### config.mk
export PLATFORM = sky130hd
export DESIGN_NAME = alu_serial_deser
export DESIGN_NICKNAME = d
export VERILOG_FILES = /design/src/rtl/alu_serial_deser.sv
export SDC_FILE = /design/constraint.sdc
export NUM_CORES = 1
export LEC_CHECK = 0
export ABC_CLOCK_PERIOD_IN_PS = 6300
export BUFFER_PORTS_ARGS = -buffer_cell sky130_fd_sc_hd__buf_2
export CORE_MARGIN = 3
export CORE_UTILIZATION = 37
export DETAILED_ROUTE_END_ITERATION = 7
export SYNTH_ARGS = -nofsm -noshare
export SYNTH_HDL_FRONTEND = slang
export SYNTH_SLANG_ARGS = --single-unit
### constraint.sdc
create_clock -name clk -period 6.3 [get_ports clk]
set_input_delay 0.315 -clock clk [delete_from_list [all_inputs] [get_ports clk]]
set_output_delay 0.315 -clock clk [all_outputs]
set_load 0.05 [all_outputs]
### src/rtl/alu_serial_deser.sv
// Serial-input deserializer for the mtm ALU family.
// Collects framed bytes from sin into operands B and A, then checks the
// command frame (framing, frame count, CRC4, opcode) and emits one record.
//
// state      | meaning
// -----------+--------------------------------------------------------
// S_IDLE     | line idle, waiting for a start bit; runs inter-frame timeout
// S_TYPE     | sampling the frame type bit (0 data, 1 command)
// S_DATA     | sampling 8 payload bits, MSB first
// S_STOP     | sampling the stop bit; accepts the frame or flags framing error
// S_ERR_WAIT | after a framing error, waiting for the line to return high
module alu_serial_deser #(
    parameter int W         = 32,
    parameter int TIMEOUT   = 64,
    parameter bit CHECK_CRC = 1'b1
) (
    input  logic         clk,
    input  logic         rst_n,
    input  logic         sin,
    output logic         out_valid,
    output logic [W-1:0] out_a,
    output logic [W-1:0] out_b,
    output logic [2:0]   out_op,
    output logic [3:0]   out_err
);

    localparam int N_BYTES = 2 * W / 8;
    localparam int CW      = $clog2(N_BYTES + 2);
    localparam int TW      = (TIMEOUT > 1) ? $clog2(TIMEOUT) : 1;

    typedef enum logic [2:0] {
        S_IDLE,
        S_TYPE,
        S_DATA,
        S_STOP,
        S_ERR_WAIT
    } state_t;

    state_t         state_q,     state_d;
    logic [2:0]     bit_cnt_q,   bit_cnt_d;
    logic           type_q,      type_d;
    logic [7:0]     byte_q,      byte_d;
    logic [2*W-1:0] data_q,      data_d;
    logic [CW-1:0]  byte_cnt_q,  byte_cnt_d;
    logic [TW-1:0]  tmo_q,       tmo_d;
    logic           out_valid_q, out_valid_d;
    logic [W-1:0]   out_a_q,     out_a_d;
    logic [W-1:0]   out_b_q,     out_b_d;
    logic [2:0]     out_op_q,    out_op_d;
    logic [3:0]     out_err_q,   out_err_d;

    logic [3:0]     crc_calc;
    logic [3:0]     cmd_err;
    logic [2:0]     cmd_op;

    // CRC4, poly x^4+x+1, init 0, serial MSB-first over the whole stream.
    function automatic logic [3:0] crc4(input logic [2*W+3:0] s);
        logic [3:0] c;
        logic       fb;
        c = 4'b0000;
        for (int i = 2*W+3; i >= 0; i--) begin
            fb = c[3] ^ s[i];
            c  = {c[2:0], 1'b0} ^ {2'b00, fb, fb};
        end
        return c;
    endfunction

    assign cmd_op   = byte_q[6:4];
    assign crc_calc = crc4({data_q, 1'b1, cmd_op});

    // Command evaluation with priority frame count > CRC > opcode.
    always_comb begin
        cmd_err = 4'b0000;
        if (byte_cnt_q != CW'(N_BYTES)) begin
            cmd_err = 4'b0100;
        end else if (CHECK_CRC && (crc_calc != byte_q[3:0])) begin
            cmd_err = 4'b0010;
        end else if (!(cmd_op inside {3'b000, 3'b001, 3'b100, 3'b101})) begin
            cmd_err = 4'b0001;
        end
    end

    // Next-state logic: frame receiver, byte assembly, timeout and record update.
    always_comb begin
        state_d     = state_q;
        bit_cnt_d   = bit_cnt_q;
        type_d      = type_q;
        byte_d      = byte_q;
        data_d      = data_q;
        byte_cnt_d  = byte_cnt_q;
        tmo_d       = tmo_q;
        out_valid_d = 1'b0;
        out_a_d     = out_a_q;
        out_b_d     = out_b_q;
        out_op_d    = out_op_q;
        out_err_d   = out_err_q;

        case (state_q)
            S_IDLE: begin
                if (!sin) begin
                    state_d = S_TYPE;
                    tmo_d   = '0;
                end else if ((TIMEOUT != 0) && (byte_cnt_q != '0)) begin
                    if (tmo_q == TW'(TIMEOUT - 1)) begin
                        out_valid_d = 1'b1;
                        out_err_d   = 4'b1000;
                        out_a_d     = '0;
                        out_b_d     = '0;
                        out_op_d    = '0;
                        byte_cnt_d  = '0;
                        tmo_d       = '0;
                    end else begin
                        tmo_d = tmo_q + TW'(1);
                    end
                end
            end
            S_TYPE: begin
                type_d    = sin;
                bit_cnt_d = '0;
                state_d   = S_DATA;
            end
            S_DATA: begin
                byte_d    = {byte_q[6:0], sin};
                bit_cnt_d = bit_cnt_q + 3'd1;
                if (bit_cnt_q == 3'd7) begin
                    state_d = S_STOP;
                end
            end
            S_STOP: begin
                if (sin) begin
                    state_d = S_IDLE;
                    if (!type_q) begin
                        data_d = {data_q[2*W-9:0], byte_q};
                        if (byte_cnt_q != CW'(N_BYTES + 1)) begin
                            byte_cnt_d = byte_cnt_q + CW'(1);
                        end
                    end else begin
                        out_valid_d = 1'b1;
                        out_err_d   = cmd_err;
                        byte_cnt_d  = '0;
                        if (cmd_err == 4'b0000) begin
                            out_b_d  = data_q[2*W-1:W];
                            out_a_d  = data_q[W-1:0];
                            out_op_d = cmd_op;
                        end else begin
                            out_b_d  = '0;
                            out_a_d  = '0;
                            out_op_d = '0;
                        end
                    end
                end else begin
                    state_d     = S_ERR_WAIT;
                    out_valid_d = 1'b1;
                    out_err_d   = 4'b0100;
                    out_a_d     = '0;
                    out_b_d     = '0;
                    out_op_d    = '0;
                    byte_cnt_d  = '0;
                end
            end
            S_ERR_WAIT: begin
                if (sin) begin
                    state_d = S_IDLE;
                end
            end
            default: state_d = S_IDLE;
        endcase
    end

    // State and output registers; reset discards any partial transaction.
    always_ff @(posedge clk or negedge rst_n) begin
        if (!rst_n) begin
            state_q     <= S_IDLE;
            bit_cnt_q   <= '0;
            type_q      <= 1'b0;
            byte_q      <= '0;
            data_q      <= '0;
            byte_cnt_q  <= '0;
            tmo_q       <= '0;
            out_valid_q <= 1'b0;
            out_a_q     <= '0;
            out_b_q     <= '0;
            out_op_q    <= '0;
            out_err_q   <= '0;
        end else begin
            state_q     <= state_d;
            bit_cnt_q   <= bit_cnt_d;
            type_q      <= type_d;
            byte_q      <= byte_d;
            data_q      <= data_d;
            byte_cnt_q  <= byte_cnt_d;
            tmo_q       <= tmo_d;
            out_valid_q <= out_valid_d;
            out_a_q     <= out_a_d;
            out_b_q     <= out_b_d;
            out_op_q    <= out_op_d;
            out_err_q   <= out_err_d;
        end
    end

    assign out_valid = out_valid_q;
    assign out_a     = out_a_q;
    assign out_b     = out_b_q;
    assign out_op    = out_op_q;
    assign out_err   = out_err_q;

endmodule

==> impl_metrics.ini <==
[run_status]
status = finished with violations
violations = hold timing

[clock_network]
cts_setup_buffers = 0
clkTransAtPathRegs_ns = 0.06
clk-insertion-delay-late_ns = 0.43
clk_path_buf_depth = 2
htreeDepth = 4
cts_tree = built
clkSinkCount = 161
cts_root_buf = clkbuf_16
cts_made_buffers = 17
cts.repair.resized = 0
cts-hold-fix-buffers = 0

[floorplan]
start_util = 0.382
ios = 75
core_area_sq_um = 21300
num_rows = 53
die-area_sq_um = 23800
die_w_um = 154
die_y_um = 154

[grt]
grt_overflow_total = 0
grt_pass1_vias = 5382
grt_max_degree = 98
grt_pass1_wl_um = 30300
antenna_found_initial = 0
track_usage = 0.160

[synth]
syn-num-nets = 664
synth.most_common_cell = dfrtp_1
netlist.area_leader.share = 0.496
avgSynthCellArea_sq_um = 12.4
syn_area_sq_um = 8130
synth_commonest_cells = dfrtp_1, nand2_1, mux2_2
yosysWarnings = 0
synth_area_leader_cell = dfrtp_1
netlist_top_cells_area = dfrtp_1, mux2_2, xnor3_1, nand3b_1, xnor2_1
ys_async_sr_fraction = 1.00
synthFlopType = dfrtp_1
yosysSeqAreaShare = 0.496
synth_seq_cells = 161
ys_types = 39
synth_edf_count = 0
syn_inst = 655

[sta]
slew_headroom = 0.413
setup_violations = 0
layout_min_cycle_time_ns = 3.72
hold_violations = 21
clock_skew_ns = 0.0138
tightest_slew_ns = 0.880
max_freq_ghz = 0.269
rsz0062_at_grt = false
fin_tns_setup_ns = 0
hold_ws_ns = -0.0535
drv_slew = 0
min_period_over_period = 0.591

[detailed_routing]
drc_errors = 0
vias = 5143
viasPerCell = 5.16
drt_pass1_iterations = 4
wire_per_inst_um = 18.5
initialDrtViolationCount = 443
postRouteAntennaNets = 0
drt_wl_total_um = 18400

[setup_path]
worst-path-buf-inv = 1
worstSetupStartpointType = register
slowest_delay_ns = 0.67
cp.arrival_ns = 4.01
crit_type = register to register
worst_setup_path_end_kind = register
cp_max_fo = 35
slowest_stage = nor2_4
cp_top_family = XOR/XNOR gates
critPathRequiredTime_ns = 6.59
crit_chain = xor3_2, xor3_1, xnor3_1, xnor3_1, nor3b_2, nor2_4, buf_4, o31ai_1
cpMostUsedCell = xnor3_1

[cells_and_area]
drive_gt1_frac = 0.313
antenna_cells = 0
final_util = 0.440
nFillCells = 1950
syn_to_final_growth_pct = 15.3
stdcell_area_sq_um = 9370
num-nets-final = 717

[min_path]
hold_class = input port to async pin

[place]
dpl.hpwl_um = 12500
port_buffers = 74
placement.cell_area_sq_um = 8720
routabilityCongestion = 0.853

[flow_run]
cap_violations = 0
==> path summary, 6_finish.rpt <==
kind                       slack (ns)  startpoint  depth (start not counted)       endpoint
setup / recovery                 2.58  data_q[17]                          8      out_b[25]
hold / removal                  -0.05       rst_n                          1  byte_cnt_q[1]
setup reg to reg                 2.58  data_q[17]                          8      out_b[25]
hold reg to reg                  0.47   out_b[28]                          2      out_b[28]
max in group asynchronous        4.92       rst_n                          2     data_q[31]
min in group clk                 0.18         sin                          2     state_q[2]
==> sequential cells by signal (all words and copies together), names as in the netlist <==
signal	count
byte_q	8
out_a	32
out_valid	1
data_q	64
out_b	32
tmo_q	6
type_q	1
byte_cnt_q	4
out_err	4
state_q	3
out_op	3
bit_cnt_q	3
==> stage by stage <==
step           instances  setup WS, ns  hold WS (ns)
3_5_place_dp         964          2.57         0.457
2_1_floorplan        655          3.58        0.0194
6_report             996          2.58       -0.0535
5_1_grt              996          2.34        0.0280
3_3_place_gp         964          2.68         0.446
4_1_cts              996          2.57       0.00120
==> cell usage in the layout (no fill, tap or decap), drive strengths merged, types with 6 or more instances in the layout <==
cell type,Yosys,final
dfrtp,161,161
xnor2,49,49
nor2,10,10
inv,4,6
o21ai,12,12
mux2,73,73
ha,6,6
xor2,12,12
clkbuf,33,21
nand2,80,80
xnor3,23,23
buf,15,82
nand3,7,7
o31ai,68,68
nand3b,67,67
==> routing by layer <==
metal | global-route usage | wire length (um) | vias up
li1 | - | - | 2427
met1 | 0.223 | 8860 | 2618
met2 | 0.256 | 8810 | 85
met3 | 0.0355 | 579 | 13
met4 | 0.0391 | 127 | 0
met5 | 0 | 0 | -
==> final cells by class <==
cell class	count	area [sq um]	share of cell area
Clock inverter	11	176	0.0188
Inverter	4	15.0	0.00160
Clock buffer	21	470	0.0502
Timing Repair Buffer	82	437	0.0466
Tap cell	275	344	0.0367
Multi-Input combinational cell	442	3900	0.416
Sequential cell	161	4030	0.430
==> kinds of logic (layout without fill, tap and decap cells) <==
logic type                 Yosys count  in the layout  share of synthesized area
AOI/OAI and AO/OA                   89             89                     0.0968
xor gates and xnor gates            87             87                      0.139
adders and majority gates            6              6                    0.00923
buffers and inverters               52            118                     0.0299
DFF                                161            161                      0.496
muxes                               74             74                      0.103
and+or+nand+nor                    186            186                      0.126
Power is left out: the tool's default activity adds up to more than one toggle a clock period on the data nets, which glitch-free logic cannot reach.
